==> src/rtl/mouse_pkg.sv <==
// Shared constants and types for the mouse cursor tracker: delta width,
// internal sum headroom and the Q display mode encodings.
package mouse_pkg;
    localparam int DELTA_W = 9;
    localparam int SUM_PAD = 12;

    typedef enum logic [1:0] {
        MODE_BUTTONS = 2'd0,
        MODE_XPOS    = 2'd1,
        MODE_YPOS    = 2'd2,
        MODE_COUNT   = 2'd3
    } mode_e;

    function automatic int sum_width(input int pos_width);
        return pos_width + SUM_PAD;
    endfunction
endpackage

==> src/rtl/axis_accumulator.sv <==
// One cursor axis: registers the sign-extended, shifted delta (stage 1) and
// applies it to the clamped position one cycle later (stage 2).
module axis_accumulator
    import mouse_pkg::*;
#(
    parameter int WIDTH    = 10,
    parameter int MAX      = 639,
    parameter int SHIFT    = 0,
    parameter int SUBTRACT = 0
) (
    input  logic               clk,
    input  logic               rst_n,
    input  logic               load,
    input  logic [DELTA_W-1:0] delta,
    input  logic               update,
    input  logic               center,
    output logic [WIDTH-1:0]   pos
);
    localparam int SUM_W = sum_width(WIDTH);
    localparam logic [WIDTH-1:0]        MID   = WIDTH'(MAX >> 1);
    localparam logic signed [SUM_W-1:0] MAX_S = SUM_W'(MAX);

    logic signed [SUM_W-1:0] delta_ext;
    logic signed [SUM_W-1:0] delta_s1;
    logic signed [SUM_W-1:0] pos_ext;
    logic signed [SUM_W-1:0] sum;
    logic [WIDTH-1:0]        pos_next;

    assign delta_ext = {{(SUM_W - DELTA_W){delta[DELTA_W-1]}}, delta} <<< SHIFT;
    assign pos_ext   = {{SUM_PAD{1'b0}}, pos};

    // SUM_PAD bits of headroom keep the sum from wrapping before the clamp.
    always_comb begin
        sum = (SUBTRACT != 0) ? (pos_ext - delta_s1) : (pos_ext + delta_s1);
        if (sum[SUM_W-1])
            pos_next = '0;
        else if (sum > MAX_S)
            pos_next = MAX_S[WIDTH-1:0];
        else
            pos_next = sum[WIDTH-1:0];
    end

    always_ff @(posedge clk or negedge rst_n) begin
        if (!rst_n) begin
            delta_s1 <= '0;
            pos      <= MID;
        end else begin
            if (load)
                delta_s1 <= delta_ext;
            if (center)
                pos <= MID;
            else if (update)
                pos <= pos_next;
        end
    end
endmodule

==> src/rtl/mouse_cursor_tracker.sv <==
// Two-stage mouse packet tracker: clamped cursor position, click edge pulses,
// accepted-packet counter and a registered LED display byte.
module mouse_cursor_tracker
    import mouse_pkg::*;
#(
    parameter int POS_WIDTH   = 10,
    parameter int X_MAX       = 639,
    parameter int Y_MAX       = 479,
    parameter int SPEED_SHIFT = 0
) (
    input  logic                 Clk,
    input  logic                 Reset,
    input  logic                 PacketValid,
    input  logic                 LeftButton,
    input  logic                 RightButton,
    input  logic [DELTA_W-1:0]   XDelta,
    input  logic [DELTA_W-1:0]   YDelta,
    input  logic                 Center,
    input  logic [1:0]           Mode,
    output logic [POS_WIDTH-1:0] XPos,
    output logic [POS_WIDTH-1:0] YPos,
    output logic                 LeftClick,
    output logic                 RightClick,
    output logic [7:0]           PacketCount,
    output logic [7:0]           Q
);
    logic valid_s1, left_s1, right_s1;
    logic left_s, right_s;
    logic [7:0] q_next;

    axis_accumulator #(
        .WIDTH(POS_WIDTH), .MAX(X_MAX), .SHIFT(SPEED_SHIFT), .SUBTRACT(0)
    ) u_x (
        .clk(Clk), .rst_n(Reset), .load(PacketValid), .delta(XDelta),
        .update(valid_s1), .center(Center), .pos(XPos)
    );

    // Y grows downward on screen, so positive (up) deltas are subtracted.
    axis_accumulator #(
        .WIDTH(POS_WIDTH), .MAX(Y_MAX), .SHIFT(SPEED_SHIFT), .SUBTRACT(1)
    ) u_y (
        .clk(Clk), .rst_n(Reset), .load(PacketValid), .delta(YDelta),
        .update(valid_s1), .center(Center), .pos(YPos)
    );

    always_ff @(posedge Clk or negedge Reset) begin
        if (!Reset) begin
            valid_s1 <= 1'b0;
            left_s1  <= 1'b0;
            right_s1 <= 1'b0;
        end else begin
            valid_s1 <= PacketValid;
            if (PacketValid) begin
                left_s1  <= LeftButton;
                right_s1 <= RightButton;
            end
        end
    end

    always_ff @(posedge Clk or negedge Reset) begin
        if (!Reset) begin
            left_s      <= 1'b0;
            right_s     <= 1'b0;
            LeftClick   <= 1'b0;
            RightClick  <= 1'b0;
            PacketCount <= 8'd0;
        end else begin
            LeftClick  <= valid_s1 & left_s1 & ~left_s;
            RightClick <= valid_s1 & right_s1 & ~right_s;
            if (valid_s1) begin
                left_s      <= left_s1;
                right_s     <= right_s1;
                PacketCount <= PacketCount + 8'd1;
            end
        end
    end

    always_comb begin
        q_next = 8'd0;
        case (mode_e'(Mode))
            MODE_BUTTONS: q_next = {right_s, left_s, XPos[2:0], YPos[2:0]};
            MODE_XPOS:    q_next = XPos[POS_WIDTH-1 -: 8];
            MODE_YPOS:    q_next = YPos[POS_WIDTH-1 -: 8];
            MODE_COUNT:   q_next = PacketCount;
            default:      q_next = 8'd0;
        endcase
    end

    always_ff @(posedge Clk or negedge Reset) begin
        if (!Reset)
            Q <= 8'd0;
        else
            Q <= q_next;
    end
endmodule
==> config.mk <==
export PLATFORM = sky130hd
export DESIGN_NAME = mouse_cursor_tracker
export DESIGN_NICKNAME = d
export VERILOG_FILES = /design/src/rtl/mouse_pkg.sv /design/src/rtl/axis_accumulator.sv /design/src/rtl/mouse_cursor_tracker.sv
export SDC_FILE = /design/constraint.sdc
export NUM_CORES = 1
export LEC_CHECK = 0
export ABC_AREA = 1
export BUFFER_PORTS_ARGS = -buffer_cell sky130_fd_sc_hd__clkbuf_2
export CAP_MARGIN = 20
export CELL_PAD_IN_SITES_DETAIL_PLACEMENT = 1
export CELL_PAD_IN_SITES_GLOBAL_PLACEMENT = 1
export CORE_ASPECT_RATIO = 0.8
export CORE_MARGIN = 5
export CORE_UTILIZATION = 40
export CTS_CLUSTER_DIAMETER = 60
export CTS_CLUSTER_SIZE = 12
export DETAILED_ROUTE_END_ITERATION = 8
export GPL_TIMING_DRIVEN = 0
export MAX_ROUTING_LAYER = met4
export PLACE_DENSITY_LB_ADDON = 0.12
export SLEW_MARGIN = 25
export SYNTH_ARGS = -nofsm -noshare
export SYNTH_HDL_FRONTEND = slang
export SYNTH_HIERARCHICAL = 1
export SYNTH_SLANG_ARGS = --single-unit
==> constraint.sdc <==
create_clock -name Clk -period 4.3 [get_ports Clk]
set_clock_uncertainty 0.1 [all_clocks]
set_input_delay 0.215 -clock Clk [delete_from_list [all_inputs] [get_ports Clk]]
set_output_delay 0.215 -clock Clk [all_outputs]
set_load 0.005 [all_outputs]
Word-level counts from Yosys, hierarchy flattened
Index checks and enable logic that the tools add are counted. Widths: inputs -> output; s select.

$add $sub $neg: 3. $lt $le $gt $ge: 2. Equality and inequality tests: 3. Muxes and demuxes: 9. Bitwise logic cells: 6. Reductions and logical operators: 2.

Operators by type and width (number): $mux 10 (8); $pmux 8 s4 (1); $gt 22x10->1 const B (1); $gt 22x11->1 const B (1); $add 11x9->12 (1); $sub 11x9->12 (1); $add 8x1->8 const B (1); $and 1x1->1 (4); $eq 2x2->1 const B (2); $eq 2x1->1 const B (1); $logic_not 2->1 (1); $not 1->1 (2); $reduce_bool 2->1 (1).

Bits in registers: 61. Input port bits: 26. Output and inout port bits: 38. Logic and storage cells: 38.

Longest topological paths before layout
Gate-level depths: netlist of run 1.

Depth after elaboration: 6. Depth in mapped cells: 16. Gate-level depth less buffers: 16.

Cells and area by module
Netlist of run 1, hierarchy kept.

Modules (own cells, without submodules): axis_accumulator (u_y) (instances 1, cells an instance 222, area each 1522.7 um^2, seq. area each 484.2 um^2); axis_accumulator (u_x) (instances 1, cells an instance 190, area each 1497.7 um^2, seq. area each 484.2 um^2); mouse_cursor_tracker (instances 1, cells an instance 115, area each 1044.8 um^2, seq. area each 575.6 um^2).

Worst setup path before layout of run 1
Ideal clock, no wire load.

Path kind: register -> register. Start point: register u_x.pos[0]. End point: register u_x.pos[6]. Setup time: 0.120 ns. Arrival time: 2.013 ns. Data required time: 4.080 ns. Path slack: 2.066 ns. Stages on the path, launching flop included: 16. Path buffers: 0. Clock period less this slack: 2.234 ns. Cells stage by stage: dfstp_2 -> ha_1 -> inv_1 -> fa_1 -> inv_1 -> nand3_1 -> nand2_1 -> nand2_1 -> nand2_1 -> nand2_1 -> nand2_1 -> inv_2 -> nand2_4 -> nand3_4 -> o21ai_1 -> nand2_1.

Cells in the longest elaborated chain, start to end: 6.

Ends and longest elaborated chain: from (decl) (line axis_accumulator.sv:17) `output logic [WIDTH-1:0] pos`; from (signal assigned) (line axis_accumulator.sv:53) `pos <= pos_next;`; $add 11x9->12 (*) (line axis_accumulator.sv:34) `sum = (SUBTRACT != 0) ? (pos_ext - delta_s1) : (pos_ext + delta_s1);`; $gt 22x11->1 (line axis_accumulator.sv:37) `else if (sum > MAX_S)`; $mux 10 (line axis_accumulator.sv:37); $mux 10 (*) (line axis_accumulator.sv:35) `if (sum[SUM_W-1])`; $mux 10 (*) (line axis_accumulator.sv:52) `else if (update)`; $mux 10 (*) (line axis_accumulator.sv:50) `if (center)`.

Every way passes the cells marked *; elsewhere a longest branch is shown, timed or not. The select of a mux whose other input is x is not followed. A chain may end at the register's enable or synchronous reset.

Final worst setup path of run 1
Same ends and word-level chain as after synthesis.

==> results.cfg, run 1 <==
[layout]
multi_input_area_um2 = 2210
design_area_um2 = 4960
fillers = 1278
antennaDiodeCount = 0
nets = 664
seqCellArea_um2 = 1540
area_delta_synth_final_pct = 22.0
drive_gt1_frac = 0.270

[floorplan]
chipHeight_um = 100
initial_core_util = 0.416
core_region_area_um2 = 9770
fp.dieW_um = 123
dieArea_um2 = 12300
rows = 32
io_pins = 64

[yosys]
syn_inst = 527
synth.most_common_cell = nand2_1
synth_edf_count = 0
synth_common_cells = 158 x nand2_1, 69 x inv_1, 47 x dfrtp_1
yosysWarnings = 6
syn-cell-area_um2 = 4070
async_flop_share = 1.00
ys_ff_latch = 61
synth_area_leaders = dfrtp_1 29%, nand2_1 15%, dfstp_2 9.0%
synthFlopType = dfrtp_1
synth.distinct_cells = 36
syn_avg_cell_area_um2 = 7.71
syn_nets = 578
synth_top_cell_by_area = dfrtp_1
synth_top_area_frac = 0.289
ys_seq_area_frac = 0.380

[timing]
finalSetupViolations = 0
tightestPinTransition_ns = 0.661
max_freq_ghz = 0.388
relSlewSlack = 0.558
finalCriticalPeriod_ns = 2.58
rsz0062_at_grt = no
finalSetupTns_ns = 0
hold_viol = 0
layout_setup_ws_ns = 1.72
timing.final.crit_share = 0.600
slew_viol_final = 0

[setup_path]
arrival_ns = 2.70
start_kind = register
critPathRequiredTime_ns = 4.42
rr_startpoint = u_x/pos[0]
crit_start = u_x/pos[0]
worstSetupPathType = reg -> reg
crit_path_end_kind = register
path_max_fanout = 4

[routing]
final_antenna_net_count = 0
drt_iter0_drc = 219
routed_wl_mm = 12.4
drt_pre_antenna_iters = 4
drcViolationCount = 0
vias = 3774
wl_per_cell_um = 16.5
vias_per_cell = 5.01

[global_routing]
grt_pass1_vias = 3855
grt-ovfl-total = 0
track_usage = 0.220
grt_pass1_wl_mm = 20.1
antenna_found_initial = 0
grt_max_degree = 35

[clock_tree]
cts.path.max_buffers = 2
clk_pin_slew_ns = 0.05
cts_buffers = 9
ctsRootBufferMaster = clkbuf_16
cts_sinks = 61
worstSkewPairLatency_ns = 0.34
cts_htree_levels = 3
cts_tree = built

[pwr]
seqPwrFrac = 0.328
p_sw_mw = 1.15
pwr_density_cell_nw_per_um2 = 545
clkPwrFrac = 0.248
p_int_mw = 1.55
power.leakage_nw = 2.58
p_comb_frac = 0.423
power.total_mw = 2.70
peakVddDrop_v = 0.000206
swShare = 0.425

[placed_design]
portBuffers = 63
place_area_um2 = 4570
dp_slack_ns = 1.73
place.gp.congestion = 0.966
dp_hpwl_mm = 9.96

[job]
maxCapViolations = 0

[outcome]
status = finished, final reports clean

[worst_hold_path]
hold_class = in -> reg
hp-start = YDelta[1]
==> logic make-up (layout without fill, tap and decap cells) <==
family          Yosys count  after routing  synth area share
simple gates            284            284             0.327
buf+inv                  82            173            0.0776
flops                    61             61             0.380
compound gates           53             53            0.0803
fa+ha+maj                25             25            0.0806
xor+xnor                 11             11            0.0237
mux                      11             11            0.0305
==> cell usage in the layout, fill, tap and decap left out, types with 2 or more instances in the layout <==
cell type,count
dfrtp_1,47
nand3_1,28
clkbuf_16,9
xor2_1,8
inv_1,69
nor2_2,8
xnor2_1,3
dlygate4sd3_1,11
nor2_4,4
nand2_1,158
clkbuf_2,62
inv_2,8
nand2_4,6
dfstp_2,14
mux2_2,11
nand2_2,12
a21oi_2,14
clkbuf_1,4
nand3_2,3
ha_1,23
clkinv_2,2
a21oi_1,18
clkinvlp_4,2
o21ai_0,14
fa_1,2
nor2_1,40
nand4_1,16
clkinv_4,2
o21ai_1,4
==> flip-flops by register name (all words and copies together) (netlist names) <==
name	count
LeftClick	1
PacketCount	8
Q	8
RightClick	1
left_s	1
left_s1	1
right_s	1
right_s1	1
u_x/delta_s1	9
u_x/pos	10
u_y/delta_s1	9
u_y/pos	10
valid_s1	1
==> critical path: stages, from the launching register on <==
cell	delay [ns]
dfstp_2	0.56
ha_1	0.24
inv_1	0.08
fa_1	0.41
inv_1	0.07
nand3_1	0.07
nand2_1	0.15
nand2_1	0.06
nand2_1	0.11
nand2_1	0.07
nand2_1	0.11
inv_2	0.06
nand2_4	0.07
nand3_4	0.10
o21ai_1	0.14
nand2_1	0.06
==> cell type report <==
| class | count | area share |
|---|---|---|
| multi-input cells | 384 | 0.445 |
| flip-flops and latches | 61 | 0.311 |
| repair buffers | 75 | 0.0903 |
| inverters | 77 | 0.0583 |
| clock buffers | 9 | 0.0454 |
| well taps | 136 | 0.0343 |
| clock inverters | 7 | 0.0103 |
| plain buffers | 5 | 0.00530 |
==> power by group through the flow <==
stage / combinational, mW / sequential, mW / clock (mW)
3_5_place_dp: 1.13 / 0.898 / 0
3_3_place_gp: 1.09 / 0.890 / 0
6_report: 1.14 / 0.888 / 0.671
5_1_grt: 1.29 / 0.908 / 0.721
4_1_cts: 1.15 / 0.890 / 0.690
2_1_floorplan: 0.801 / 0.840 / 0
==> metrics by stage <==
stage	cells	hold WS [ns]	utilization
2_1_floorplan	527	-0.181	-
3_3_place_gp	726	0.319	0.466
3_5_place_dp	727	0.139	0.468
4_1_cts	753	0.000979	0.507
5_1_grt	754	0.00685	0.508
6_report	754	0.0134	0.508
==> path summary, 6_finish.rpt <==
path / endpoint / cells after the start / slack [ns]
setup / recovery: u_x/pos[6] / 15 / 1.72
hold / removal: u_y/delta_s1[1] / 3 / 0.01
setup reg to reg: u_x/pos[6] / 15 / 1.72
hold reg to reg: RightClick / 1 / 0.38
max in group asynchronous: u_y/pos[0] / 3 / 3.18
min in group asynchronous: u_x/delta_s1[1] / 2 / 0.31
==> per-layer routing <==
metal | track usage | share of wire | vias to the layer above
met5 | - | 0 | -
met4 | 0.0542 | 0.013 | 0
met3 | 0.0490 | 0.043 | 16
met2 | 0.312 | 0.43 | 68
met1 | 0.317 | 0.52 | 1839
li1 | - | - | 1851
==> timing repair <==
| action | in CTS | in global routing |
|---|---|---|
| resized for setup | 0 | 0 |
| hold buffers | 10 | 1 |
| buffers inserted | 0 | 0 |
| endpoints found under the hold margin | 41 | 1 |
| endpoints found under the setup margin | 0 | 0 |
No activity file was read; power rests on OpenSTA's default activity.
==> run 2: changes to the inputs <==
--- a/config.mk
+++ b/config.mk
@@ -12,7 +12,7 @@
 export CELL_PAD_IN_SITES_GLOBAL_PLACEMENT = 1
 export CORE_ASPECT_RATIO = 0.8
 export CORE_MARGIN = 5
-export CORE_UTILIZATION = 40
+export CORE_UTILIZATION = 38
 export CTS_CLUSTER_DIAMETER = 60
 export CTS_CLUSTER_SIZE = 12
 export DETAILED_ROUTE_END_ITERATION = 8
==> constraint.sdc (replaced) <==
create_clock -name Clk -period 2.3 [get_ports Clk]
set_clock_uncertainty 0.1 [all_clocks]
set_input_delay 0.115 -clock Clk [delete_from_list [all_inputs] [get_ports Clk]]
set_output_delay 0.115 -clock Clk [all_outputs]
set_load 0.005 [all_outputs]
==> run 2 against run 1 <==
  * The flow now finishes with violations (setup timing)
  * Critical path depth did not move
  * First-iteration DRC count is 14% lower
  * Sequential power rose by 87%
  * Routed wire length grew 8.5%
  * Clock-buffer cell count rose by 1
  * Largest power group unchanged
  * Power increased by 110%
  * Via count is 3.4% higher
==> results.cfg, run 2 (same netlist as run 1, synthesis figures left out) <==
[floorplan]
chipHeight_um = 103
dieArea_um2 = 12900
rows = 33
initial_core_util = 0.392
fp.dieW_um = 126
core_region_area_um2 = 10400
io_pins = 64

[clock_tree]
cts.path.max_buffers = 2
cts_tree = built
cts_htree_levels = 3
cts_buffers = 9
ctsRootBufferMaster = clkbuf_16
clk_pin_slew_ns = 0.05
cts_sinks = 61
worstSkewPairLatency_ns = 0.33

[setup_path]
start_kind = register
path_max_fanout = 4
worstSetupPathType = reg -> reg
rr_startpoint = u_x/pos[0]
ff2ff_path_depth = 15
crit_path_end_kind = register
arrival_ns = 2.49
critPathRequiredTime_ns = 2.41
rr_endpoint = u_x/pos[6]
regToRegSetupSlack_ns = -0.07

[layout]
drive_gt1_frac = 0.351
area_delta_synth_final_pct = 34.0
multi_input_area_um2 = 2410
antennaDiodeCount = 0
fillers = 1274
seqCellArea_um2 = 1550
nets = 689
reg.largest.list = u_x/pos (10), u_y/pos (10)
layout_common_cells = 138 x nand2_1, 65 x inv_1, 62 x clkbuf_2, 45 x dfrtp_1, 38 x nor2_1
design_area_um2 = 5450
final_common_cell = nand2_1

[outcome]
violations = setup timing
status = finished with violations

[routing]
vias = 3903
drt_iter0_drc = 189
drcViolationCount = 0
drt_pre_antenna_iters = 5
wl_per_cell_um = 17.2
final_antenna_net_count = 0
routed_wl_mm = 13.5
vias_per_cell = 4.98

[timing]
finalCriticalPeriod_ns = 2.37
tightestPinTransition_ns = 0.611
layout_setup_ws_ns = -0.0741
finalSetupViolations = 9
rsz0062_at_grt = yes
max_freq_ghz = 0.421
hold_viol = 0
timing.final.crit_share = 1.03
hold-worst-slack_ns = 0.0102
slew_viol_final = 0
relSlewSlack = 0.593

[worst_hold_path]
whs_endpoint = u_y/pos[5]
hp-start = Center
hold_class = in -> reg
holdPathStages = 3

[placed_design]
place.gp.congestion = 0.952
place_area_um2 = 4580
portBuffers = 63
dp_hpwl_mm = 10.1

[pwr]
peakVddDrop_v = 0.000411
power.leakage_nw = 2.72
pwr_density_cell_nw_per_um2 = 1050
power.total_mw = 5.70

[global_routing]
grt_max_degree = 36
track_usage = 0.215
grt-ovfl-total = 0
antenna_found_initial = 0
grt_pass1_wl_mm = 20.9
grt_pass1_vias = 3899

[job]
maxCapViolations = 0
run 2: changes by cell type in the layout (fill, tap and decap cells not counted), moves of 3 or more:
cell,delta
nand2_1,-20
nand2_2,+18
buf_4,+12
dlygate4sd3_1,+11
ha_1,-9
ha_2,+5
ha_4,+4
inv_1,-4
nand3_1,-4
nand3_2,+4
inv_2,+3
nor2_4,+3
run 2: power by group:
group / switching, mW / internal [mW]
Sequential: 0.309 / 1.35
Clock: 0.486 / 0.945
Combinational: 1.55 / 1.06
run 2: timing repair:
| item | 4_1_cts | 5_1_grt |
|---|---|---|
| hold buffers | 22 | 0 |
| setup endpoints to repair | 18 | 19 |
| pin swaps | 2 | 21 |
| hold endpoints to repair | 47 | 0 |
| setup buffers | 4 | 10 |
| gates resized for setup | 10 | 50 |
run 2: routing by layer:
layer,GRT usage,wire (um),vias to the layer above
met5,-,0,-
met4,0.0525,130,0
met3,0.0394,560,15
met2,0.328,6100,83
met1,0.300,6680,1906
li1,-,-,1899
run 2: final cells by class:
type	instances	share of cell area
clock inverters	6	0.0161
flip-flops and latches	61	0.284
repair buffers	100	0.125
well taps	140	0.0322
plain buffers	5	0.00482
clock buffers	10	0.0420
multi-input cells	384	0.443
inverters	77	0.0535
run 2: worst max-delay path, cell delays in order (launching register included):
cell	delay (ns)
dfstp_2	0.56
ha_4	0.16
inv_2	0.04
fa_2	0.39
inv_2	0.06
nand3_2	0.08
nand2_4	0.12
nand2_4	0.06
nand2_2	0.06
nand2_2	0.06
nand2_2	0.07
nand2_2	0.05
nand2_2	0.08
nand3_4	0.15
o21ai_2	0.16
nand2_1	0.06
run 2: through the flow:
step                instances  utilization  setup TNS [ns]  setup WS (ns)
floorplan                 527            -               0         0.0665
global placement          730        0.440           -2.08         -0.213
detailed placement        731        0.442           -2.81         -0.246
CTS                       773        0.500         -0.0146        -0.0146
global route              783        0.526           -1.31         -0.142
finish                    783        0.526          -0.295        -0.0741
run 2: worst max-delay path by stage:
stage / from / endpoint / depth (start not counted)
after detailed placement: u_x/pos[0] / u_x/pos[6] / 15
after global routing: u_x/pos[0] / u_x/pos[6] / 15
final: u_x/pos[0] / u_x/pos[6] / 15
after floorplan: u_x/pos[0] / u_x/pos[6] / 15
after global placement: u_x/pos[0] / u_x/pos[6] / 15
after CTS: u_x/pos[0] / u_x/pos[6] / 15
==> run 3: changes to the inputs <==
--- a/config.mk
+++ b/config.mk
@@ -10,7 +10,6 @@
 export CAP_MARGIN = 20
 export CELL_PAD_IN_SITES_DETAIL_PLACEMENT = 1
 export CELL_PAD_IN_SITES_GLOBAL_PLACEMENT = 1
-export CORE_ASPECT_RATIO = 0.8
 export CORE_MARGIN = 5
 export CORE_UTILIZATION = 38
 export CTS_CLUSTER_DIAMETER = 60
==> run 3 against run 2 <==
  * The run now ends clean
  * Cell count grew 0.38%
  * Via count shrank 1.8%
  * Worst hold slack gained 0.017 ns
  * First-iteration DRC count shrank 47%
  * Clock power shrank 29%
  * Critical path depth shrank 1
  * Global-route usage shrank 0.95 points
  * Sequential cell count is the same
  * Sequential power is essentially flat
  * Worst setup slack gained 0.14 ns
  * Power shrank 10%
  * Largest cell class unchanged
  * Highest routed layer unchanged
==> results.cfg, run 3 (same netlist as run 1, synthesis figures left out) <==
[routing]
vias = 3831
drt_iter0_drc = 100
wl_per_cell_um = 15.8
routed_wl_mm = 12.4
drcViolationCount = 0
vias_per_cell = 4.87
final_antenna_net_count = 0
drt_pre_antenna_iters = 4

[setup_path]
worstSetupPathType = reg -> reg
critPathBufInv = 2
path_max_fanout = 6
critPathTopFamily = simple AND/OR/NAND/NOR gates
crit_chain = ha_4, inv_2, fa_2, inv_2, nand3_2, nand2_4, nand2_2, nand2_2, nand2_2, nand2_4, nand3_4, nand3_4, nand2_4, a21oi_2
rr_startpoint = u_x/pos[0]
cp_slowest_cell = dfstp_2
arrival_ns = 2.41
crit_path_end_kind = register
crit_start = u_x/pos[0]
cpPeakStageDelay_ns = 0.56
critPathRequiredTime_ns = 2.48
start_kind = register

[floorplan]
dieArea_um2 = 12900
io_pins = 64
core_region_area_um2 = 10400
initial_core_util = 0.392
chipHeight_um = 113
rows = 37
fp.dieW_um = 113

[worst_hold_path]
hold_class = in -> reg
hp-start = Center

[global_routing]
grt_max_degree = 46
grt_pass1_wl_mm = 20.4
grt_pass1_vias = 4076
grt-ovfl-total = 0
track_usage = 0.206
antenna_found_initial = 0

[layout]
design_area_um2 = 5320
drive_gt1_frac = 0.346
antennaDiodeCount = 0
nets = 696
finish.utilization = 0.513
area_delta_synth_final_pct = 30.9
final_common_cell = nand2_1
layout_common_cells = 143 x nand2_1, 65 x inv_1, 62 x clkbuf_2, 46 x dfrtp_1, 39 x nor2_1
reg.largest.list = u_x/pos (10), u_y/pos (10)
fillers = 1304

[timing]
rsz0062_at_grt = yes
max_freq_ghz = 0.448
timing.final.crit_share = 0.970
slew_viol_final = 0
tightestPinTransition_ns = 0.604
hold_viol = 0
finalSetupViolations = 0
finalSetupTns_ns = 0
finalCriticalPeriod_ns = 2.23
relSlewSlack = 0.598
layout_setup_ws_ns = 0.0682

[outcome]
status = finished, final reports clean

[pwr]
peakVddDrop_v = 0.000322
power.leakage_nw = 2.69
pwr_density_cell_nw_per_um2 = 963
power.total_mw = 5.12

[clock_tree]
cts_buffers = 9
worstSkewPairLatency_ns = 0.35
cts_tree = built
cts_sinks = 61
cts_htree_levels = 3
clk_pin_slew_ns = 0.08
ctsRootBufferMaster = clkbuf_8
cts.path.max_buffers = 2

[placed_design]
dp_hpwl_mm = 9.49
portBuffers = 63
dp_slack_ns = -0.295
place_area_um2 = 4580
place.gp.congestion = 0.854

[job]
maxCapViolations = 0
-- run 3: cell count changes in the layout (fill, tap and decap cells not counted), sizes merged --
cell and delta:
clkinv -1, inv +2, buf +7, bufinv -1
-- run 3: cell type report --
cell class | instances | area, um^2 | area share
sequential | 61 | 1550 | 0.290
inverter | 77 | 292 | 0.0548
clock inverter | 6 | 70.1 | 0.0132
multi-input combinational | 384 | 2360 | 0.443
clock buffer | 10 | 138 | 0.0259
buffer | 5 | 26.3 | 0.00494
timing repair buffer | 107 | 723 | 0.136
tap | 136 | 170 | 0.0320
-- run 3: power breakdown --
| part | switching (mW) | internal [mW] |
|---|---|---|
| clock | 0.483 | 0.537 |
| sequential | 0.284 | 1.34 |
| combinational | 1.44 | 1.04 |
-- run 3: final timing paths --
path,end,slack (ns),cells past startpoint
min in group asynchronous,Q[4],0.11,2
max in group asynchronous,u_x/pos[8],1.41,3
max,u_x/pos[2],0.07,14
min reg2reg,LeftClick,0.38,1
min,u_y/pos[5],0.03,3
max reg2reg,u_x/pos[2],0.07,14
-- run 3: tightest hold or removal path, delay by kind of cell --
kind,cells,cell delay (ns)
AND/OR/NAND/NOR,1,0.08
AO/OA/AOI/OAI,1,0.06
buffers and inverters,1,0.18
-- run 3: stage by stage --
| stage | instances | hold slack [ns] |
|---|---|---|
| after global placement | 726 | 0.223 |
| after CTS | 770 | 0.0113 |
| after detailed placement | 727 | -0.0685 |
| final | 786 | 0.0268 |
| after floorplan | 527 | -0.281 |
| after global routing | 786 | 0.0378 |
-- run 3: what timing repair did --
item,CTS,global route
hold buffers,22,0
gates resized for setup,13,33
buffers inserted,5,16
endpoints found under the hold margin,74,0
setup endpoints to repair,17,19
pin swaps,9,20
-- run 3: metal layers --
layer,wire length [um],part of all wire,GRT usage
met2,6420,0.52,0.356
met1,5570,0.45,0.253
met3,224,0.018,0.0255
met5,0,0,-
met4,176,0.014,0.0609
